**config.mk**
```make
export PLATFORM = sky130hd
export DESIGN_NAME = nvram_arbiter
export DESIGN_NICKNAME = d
export VERILOG_FILES = /design/src/rtl/nvram_pkg.sv /design/src/rtl/nvram_port_mux.sv /design/src/rtl/nvram_arbiter.sv
export SDC_FILE = /design/constraint.sdc
export NUM_CORES = 1
export LEC_CHECK = 0
export CAP_MARGIN = 10
export CORE_UTILIZATION = 37
export CTS_CLUSTER_DIAMETER = 80
export DETAILED_ROUTE_END_ITERATION = 7
export DONT_BUFFER_PORTS = 1
export GPL_TIMING_DRIVEN = 1
export SLEW_MARGIN = 20
export SYNTH_ARGS = -nofsm -noshare
export SYNTH_HDL_FRONTEND = slang
export SYNTH_SLANG_ARGS = --single-unit
```
**constraint.sdc**
```tcl
create_clock -name clk_sys -period 2.3 [get_ports clk_sys]
set_clock_uncertainty 0.05 [all_clocks]
set_input_delay 0.575 -clock clk_sys [delete_from_list [all_inputs] [get_ports clk_sys]]
set_output_delay 0.575 -clock clk_sys [all_outputs]
set_load 0.005 [all_outputs]
```
**src/rtl/nvram_pkg.sv**
```systemverilog
// nvram_pkg: shared state encoding and constants for the NVRAM arbiter
package nvram_pkg;
    typedef logic [2:0] state_t;
    localparam state_t IDLE    = 3'd0;
    localparam state_t DRAIN   = 3'd1;
    localparam state_t DL      = 3'd2;
    localparam state_t UL_ADDR = 3'd3;
    localparam state_t UL_READ = 3'd4;
    localparam state_t UL_HOLD = 3'd5;
    localparam state_t RELEASE = 3'd6;
    localparam logic [7:0] BLANK_BYTE = 8'hFF;
endpackage

```
**src/rtl/nvram_port_mux.sv**
```systemverilog
// nvram_port_mux: selects CPU or host as the owner of the NVRAM port
module nvram_port_mux
    import nvram_pkg::*;
#(
    parameter int ADDR_W = 10
) (
    input  logic              host_busy,
    input  state_t            state,
    input  logic              cpu_cs,
    input  logic              cpu_we,
    input  logic [ADDR_W-1:0] cpu_addr,
    input  logic [7:0]        cpu_di,
    input  logic [ADDR_W-1:0] host_addr,
    input  logic [7:0]        host_di,
    input  logic              host_we,
    output logic [ADDR_W-1:0] mem_addr,
    output logic [7:0]        mem_di,
    output logic              mem_we
);
    // CPU writes only while idle; host writes only while downloading
    always_comb begin
        mem_addr = host_busy ? host_addr : cpu_addr;
        mem_di   = host_busy ? host_di : cpu_di;
        mem_we   = (state == IDLE) ? (cpu_cs & cpu_we) : (host_busy && state == DL) ? host_we : 1'b0;
    end
endmodule

```
**src/rtl/nvram_arbiter.sv**
```systemverilog
// nvram_arbiter: shares the NVRAM port between the game CPU and the ioctl host
module nvram_arbiter
    import nvram_pkg::*;
#(
    parameter int ADDR_W       = 10,
    parameter int NV_INDEX     = 4,
    parameter int DRAIN_CYCLES = 4,
    parameter int READ_LAT     = 1
) (
    input  logic              clk_sys,
    input  logic              reset,
    input  logic              ioctl_download,
    input  logic              ioctl_upload,
    input  logic              ioctl_wr,
    input  logic [7:0]        ioctl_index,
    input  logic [24:0]       ioctl_addr,
    input  logic [7:0]        ioctl_dout,
    output logic [7:0]        ioctl_din,
    output logic              ioctl_wait,
    input  logic              cpu_cs,
    input  logic              cpu_we,
    input  logic [ADDR_W-1:0] cpu_addr,
    input  logic [7:0]        cpu_di,
    output logic [7:0]        cpu_do,
    output logic [ADDR_W-1:0] mem_addr,
    output logic [7:0]        mem_di,
    output logic              mem_we,
    input  logic [7:0]        mem_do,
    output logic              cpu_pause,
    output logic              host_busy,
    output logic              nv_dirty
);
    state_t      state;
    logic [3:0]  cnt;
    logic        wait_r;
    logic [24:0] last_addr;
    logic        dl_req, ul_req, in_range;

    assign dl_req     = ioctl_download && ioctl_index == 8'(NV_INDEX);
    assign ul_req     = ioctl_upload && ioctl_index == 8'(NV_INDEX);
    assign in_range   = ioctl_addr[24:ADDR_W] == '0;
    assign ioctl_wait = wait_r | (state == UL_HOLD && ioctl_addr != last_addr);
    assign cpu_do     = mem_do;

    nvram_port_mux #(.ADDR_W(ADDR_W)) u_mux (
        .host_busy(host_busy),
        .state(state),
        .cpu_cs(cpu_cs),
        .cpu_we(cpu_we),
        .cpu_addr(cpu_addr),
        .cpu_di(cpu_di),
        .host_addr(ioctl_addr[ADDR_W-1:0]),
        .host_di(ioctl_dout),
        .host_we(ioctl_wr & in_range),
        .mem_addr(mem_addr),
        .mem_di(mem_di),
        .mem_we(mem_we)
    );

    // session FSM: pause, drain, serve host bytes, hand the port back
    always_ff @(posedge clk_sys) begin
        if (reset) begin
            state     <= IDLE;
            cnt       <= '0;
            cpu_pause <= 1'b0;
            host_busy <= 1'b0;
            wait_r    <= 1'b0;
            ioctl_din <= BLANK_BYTE;
            nv_dirty  <= 1'b0;
            last_addr <= '0;
        end else begin
            case (state)
                IDLE: begin
                    if (cpu_cs && cpu_we) nv_dirty <= 1'b1;
                    if (dl_req || ul_req) begin
                        state     <= DRAIN;
                        cpu_pause <= 1'b1;
                        wait_r    <= 1'b1;
                        cnt       <= 4'(DRAIN_CYCLES);
                    end
                end
                DRAIN: begin
                    if (!(dl_req || ul_req)) begin
                        state  <= RELEASE;
                        wait_r <= 1'b0;
                    end else if (cnt == '0) begin
                        state     <= dl_req ? DL : UL_ADDR;
                        host_busy <= 1'b1;
                        wait_r    <= !dl_req;
                    end else begin
                        cnt <= cnt - 4'd1;
                    end
                end
                DL: begin
                    if (!dl_req) begin
                        nv_dirty  <= 1'b0;
                        host_busy <= 1'b0;
                        state     <= RELEASE;
                    end
                end
                UL_ADDR: begin
                    wait_r <= 1'b1;
                    cnt    <= 4'(READ_LAT);
                    state  <= UL_READ;
                end
                UL_READ: begin
                    if (cnt < 4'd2) begin
                        ioctl_din <= in_range ? mem_do : BLANK_BYTE;
                        wait_r    <= 1'b0;
                        last_addr <= ioctl_addr;
                        state     <= UL_HOLD;
                    end else begin
                        cnt <= cnt - 4'd1;
                    end
                end
                UL_HOLD: begin
                    if (!ul_req) begin
                        nv_dirty  <= 1'b0;
                        host_busy <= 1'b0;
                        state     <= RELEASE;
                    end else if (ioctl_addr != last_addr) begin
                        wait_r <= 1'b1;
                        state  <= UL_ADDR;
                    end
                end
                RELEASE: begin
                    cpu_pause <= 1'b0;
                    state     <= IDLE;
                end
                default: state <= IDLE;
            endcase
        end
    end
endmodule

```
# Yosys cells after proc, flatten, opt, wreduce, memory -nomap -nowiden
# Cells that the tools add are included.
dict set report word_totals {
  reg_bits 44
  latch_bits 0
  ramBits 0
  mem_bits_ro 0
  input_bits 74
  output_inout_bits 39
  wordCells 90
  memories 0
}
dict set report classes {
  n_addsub 1
  n_mul 0
  n_div 0
  n_lt_le_gt_ge 1
  n_eq_ne 21
  shift 0
  muxes 34
  bitwise_logic 3
  reduce_logical 22
}
# cell count
set ops {}
lappend ops {{$ne A25 B25 Y1} 1}
lappend ops {{$mux W3} 7}
lappend ops {{$ne A2 B2 Y1 const B} 10}
lappend ops {{$pmux W3 S6} 1}
lappend ops {{$mux W4} 4}
lappend ops {{$mux W8} 2}
lappend ops {{$pmux W4 S4} 1}
lappend ops {{$logic_not A15 Y1} 1}
lappend ops {{$reduce_and A5 Y1} 3}
lappend ops {{$mux W1} 14}
lappend ops {{$mux W10} 1}
lappend ops {{$eq A3 B3 Y1 const B} 3}
lappend ops {{$eq A8 B3 Y1 const B} 1}
lappend ops {{$eq A3 B2 Y1 const B} 2}
lappend ops {{$pmux W1 S3} 2}
lappend ops {{$reduce_and A6 Y1} 1}
lappend ops {{$reduce_bool A3 Y1} 2}
lappend ops {{$logic_and A1 B1 Y1} 5}
lappend ops {{$pmux W1 S5} 1}
lappend ops {{$reduce_bool A5 Y1} 1}
lappend ops {{$logic_not A4 Y1} 1}
lappend ops {{$lt A4 B2 Y1 const B} 1}
lappend ops {{$reduce_and A2 Y1} 2}
lappend ops {{$reduce_and A4 Y1} 1}
lappend ops {{13 further kinds} 14}

# Depth between registers and ports, before layout
dict set report depth {
  depth_word 6
  ltp_mapped 8
  depth_no_buf 8
}

# By module
# Synthesis repeated with hierarchy kept, for this count alone.
dict set report hier_totals {
  cells_unflattened 331
  hier_area_um2 2641.3
}
# mod instances cells_each area_each_um2 seq_area_each_um2
set modules_own_cells {}
lappend modules_own_cells {nvram_arbiter 1 308 2343.5 880.8}
lappend modules_own_cells {nvram_port_mux 1 23 297.8 0.0}

# Worst setup path before layout
# No wires, ideal clock.
dict set report synth_timing {
  path_type {input port to output port}
  from {input ioctl_addr[13]}
  to {output mem_we}
  arrival_time_ns 1.358
  t_required_ns 1.675
  setup_slack_ns 0.317
  stages 3
  n_path_buf 0
  cell_sequence {nor4_1 > nand4_1 > o21ai_0}
}
dict set report synth_between {
  elab_chain_len 4
}
# item line
set synth_rtl {}
lappend synth_rtl {{start: declaration} nvram_arbiter.sv:16} ;# input logic [24:0] ioctl_addr,
lappend synth_rtl {{$logic_not A15 Y1} nvram_arbiter.sv:41} ;# assign in_range = ioctl_addr[24:ADDR_W] == '0;
lappend synth_rtl {{$and A1 B1 Y1} nvram_arbiter.sv:54} ;# .host_we(ioctl_wr & in_range),
lappend synth_rtl {{$mux W1 (2 in series)} nvram_port_mux.sv:24} ;# mem_we = (state == IDLE) ? (cpu_cs & cpu_we) : (host_busy && state == DL) ? host_we : 1'b0;
lappend synth_rtl {{end: declaration} nvram_arbiter.sv:27} ;# output logic mem_we,
# Every way passes these cells.

# Final worst setup path
dict set report layout_timing {
  from {register last_addr[2]}
  to {output ioctl_wait}
}
dict set report layout_between {
  elab_chain_len 3
}
# item line
set layout_rtl {}
lappend layout_rtl {{start: declaration} nvram_arbiter.sv:36} ;# logic [24:0] last_addr;
lappend layout_rtl {{start signal: assignment} nvram_arbiter.sv:110} ;# last_addr <= ioctl_addr;
lappend layout_rtl {{$ne A25 B25 Y1} nvram_arbiter.sv:42} ;# assign ioctl_wait = wait_r | (state == UL_HOLD && ioctl_addr != last_addr);
lappend layout_rtl {{$logic_and A1 B1 Y1} nvram_arbiter.sv:42}
lappend layout_rtl {{$or A1 B1 Y1} nvram_arbiter.sv:42}
lappend layout_rtl {{end: declaration} nvram_arbiter.sv:19} ;# output logic ioctl_wait,
# Every way passes these cells.

==> summary.md <==
| Metric | Value |
|---|---|
| Status | `finished, final reports clean` |
| Period utilisation layout | `0.9685` |
| R2r startpoint | `cnt[0]` |
| YS warnings | `0` |
| Clock buffer depth | `2` |
| Leading post-synthesis cells by cell area | `dfxtp_1, nand2_1, mux2_2` |
| Quantity of I/O buffers inserted on ports | `0` |
| Fin crit period | `about 2200 ps` |
| Sum Neg Setup Slack | `0 ps` |
| Io pins | `approximately 110` |
| Max-slew violations | `0` |
| VDD IR-drop max | `~0.34 mV` |
| Final setup violation count | `0` |
| Area growth syn-to-layout | `5.697%` |
| Count leader, synth | `nand2_1` |
| Largest net degree at the start of global routing | `36` |
| Die area | `~0.0074 sq mm` |
| CTS Sinks | `44` |
| Placement Cell Area | `roughly 0.0027 sq mm` |
| Clk_lat worst skew | `between 200 and 300 ps` |
| Drt initial violations | `169` |
| Critical Path, Cell by Cell | `xnor2_1, nand4_1, nor4_2, nand3_1, nand2_1, nand2_1` |
| CTS tree | `yes` |
| DRC viols | `0` |
| Cell taking the most area after synthesis | `dfxtp_1` |
| Global-route wire length before repair | `9418 um` |
| Die Span X | `between 80 and 90 um` |
| Avg WL per Cell | `14.79 um` |
| Synth async-reset ratio | `0` |
| Maxcap violations | `0` |
| Leakage | `around 0.00083 uW` |
| Post-DP HPWL | `about 4400 um` |
| Normalized max-slew margin | `0.6590` |
| Vias | `2197` |
| Yosys reg bits | `44` |
| R2R Setup Slk | `between 200 and 300 ps` |
| Share of cells above drive strength 1 | `0.1553` |
| CTS Buf Count | `5` |
| Seq/Total Area, Yosys | `0.3370` |
| CTS Hold Buffers Added | `0` |
| Worst path slowest cell | `dfxtp_1` |
| GRT Total Usage | `0.1589` |
| Slew @ Worst Pin | `504.4 ps` |
| Critical path capture point | `ioctl_wait` |
| DR pass1 iterations | `4` |
| Mean number of vias per cell | `5.425` |
| Nets | `384` |
| Crit end category | `output pin` |
| Endpoints failing hold | `0` |
| Number of synthesized flops with an enable pin | `0` |
| Design Area, Final | `between 0.002 and 0.003 sq mm` |
| Synth top cells by count | `nand2_1, dfxtp_1, a21oi_1` |
| Syn_nets | `just under 400` |
| Post-synth top area share | `0.3370` |
| Post-CTS Setup Inserts | `0` |
| Synthesized area per cell | `8.117 sq um` |
| Netlist cell types | `between 40 and 50` |
| N_diodes | `0` |
| CP Data Required Time | `1670 ps` |
| Worst setup SP type | `flop` |
| Root Buffer | `clkbuf_8` |
| FF-to-FF End | `cnt[1]` |
| Gate Count Post-Synth | `between 300 and 400` |
| Die H | `86.05 um` |
| Crit path largest cell delay | `~330 ps` |
| Crit Path Max Fanout | `2` |
| CTS H-Tree Depth | `2` |
| Top cell by count, worst path | `nand2_1` |
| Mapped Area | `around 0.0026 sq mm` |
| Row cnt | `30` |
| Dominant synthesized flop cell | `dfxtp_1` |
| P per Cell Area | `~770 mW/mm^2` |
| Final wirelength | `approximately 6000 um` |
| Maximum clock frequency | `about 0.45 GHz` |
| Initial core utilization | `0.3847` |
| Placer Congestion | `between 0.8 and 0.9` |
| Clock Pin Slew Worst Setup and Hold Paths | `~90 ps` |
| Crit Path Class | `flop to output pin` |
| Vias in the first global route | `about 2000` |
| Worst R2R Path Depth | `7` |
| Min-delay worst type | `input port to flop` |
| Post-DRT Antenna Nets | `0` |
| Core footprint | `roughly 0.0068 sq mm` |
| Crit path arrival time | `~1600 ps` |
| Total grt overflow | `0` |
| CP Launch Point | `last_addr[2]` |
| Initial antenna violation count | `0` |
[sequential cells by signal (all words and copies together), names as in the netlist]
register	flops
nv_dirty	1
cpu_pause	1
ioctl_din	8
cnt	4
host_busy	1
state	3
last_addr	25
wait_r	1
[worst min-delay path by stage]
stage	startpoint	endpoint	slack, ps	cells past startpoint
floorplan	last_addr[13]	last_addr[13]	400	2
global placement	last_addr[14]	last_addr[14]	400	2
detailed placement	last_addr[7]	last_addr[7]	400	2
CTS	reset	last_addr[14]	280	1
global route	reset	wait_r	280	1
finish	reset	wait_r	300	1
[final cells by class]
| type | instances | area [sq um] |
|---|---|---|
| repair buffers | 6 | 82.58 |
| inverters | 6 | 22.52 |
| fillers | 685 | 4031 |
| flip-flops and latches | 44 | 882.1 |
| well taps | 96 | 120.1 |
| clock inverters | 2 | 12.51 |
| multi-input cells | 246 | 1574 |
| clock buffers | 5 | 68.82 |
[cells in the final DEF (no fill, tap or decap), drive strengths merged, types with 2 or more instances in the layout]
master / instances
nand2: 62
dfxtp: 44
a21oi: 36
nor2: 25
xnor2: 23
mux2: 19
nor3: 14
o21ai: 13
nor4: 8
inv: 6
buf: 6
nand4: 5
nand3: 5
clkbuf: 5
xor2: 4
a211oi: 3
nand2b: 2
nor3b: 2
mux2i: 2
or2: 2
o32ai: 2
nor4b: 2
[critical path, delay by kind of cell, from the launching register on]
kind | cells | cell delay (ps)
DFF | 1 | 330
xor gates and xnor gates | 1 | 200
and+or+nand+nor | 5 | 790
[layer usage]
metal  global-route usage  share of wire  vias up
met1               0.2178           0.45     1012
met3              0.04427          0.090        2
li1                     -              -     1076
met4              0.01061         0.0010        0
met5                    0              0        -
met2               0.2597           0.46      107
[timing repair]
item                       CTS  global route
setup endpoints to repair    1             1
pin swaps                    0             3
gates resized for setup      2             2
[per-stage QoR]
stage | total power [uW] | hold WS (ps) | utilization | setup WS (ps) | cells
after floorplan | 1560 | 398.1 | - | 316.6 | 322
after global placement | 1671 | 397.9 | 0.3913 | -28.61 | 398
after detailed placement | 1679 | 402.9 | 0.3913 | 9.110 | 398
after CTS | 2164 | 279.3 | 0.4053 | 37.13 | 405
after global routing | 2288 | 275.3 | 0.4066 | -1.550 | 405
final | 2138 | 299.0 | 0.4066 | 72.36 | 405
[cell families (layout without fill, tap and decap cells)]
logic type	count (synthesis)	after routing	synth area share
and+or+nand+nor	132	132	0.2475
AOI/OAI and AO/OA	65	65	0.1618
DFF	44	44	0.3370
buffers and inverters	32	19	0.06893
xor gates and xnor gates	27	27	0.09047
muxes	21	21	0.08952
adders and majority gates	1	1	0.004786
[power breakdown]
group	switching [uW]	leakage (uW)	total, uW	internal [uW]
sequential	110	0.000356	965	855
combinational	386	0.000434	701	315
clock	265	0.0000400	471	206
total	761	0.000830	2140	1380
No activity file was read; power rests on OpenSTA's default activity.
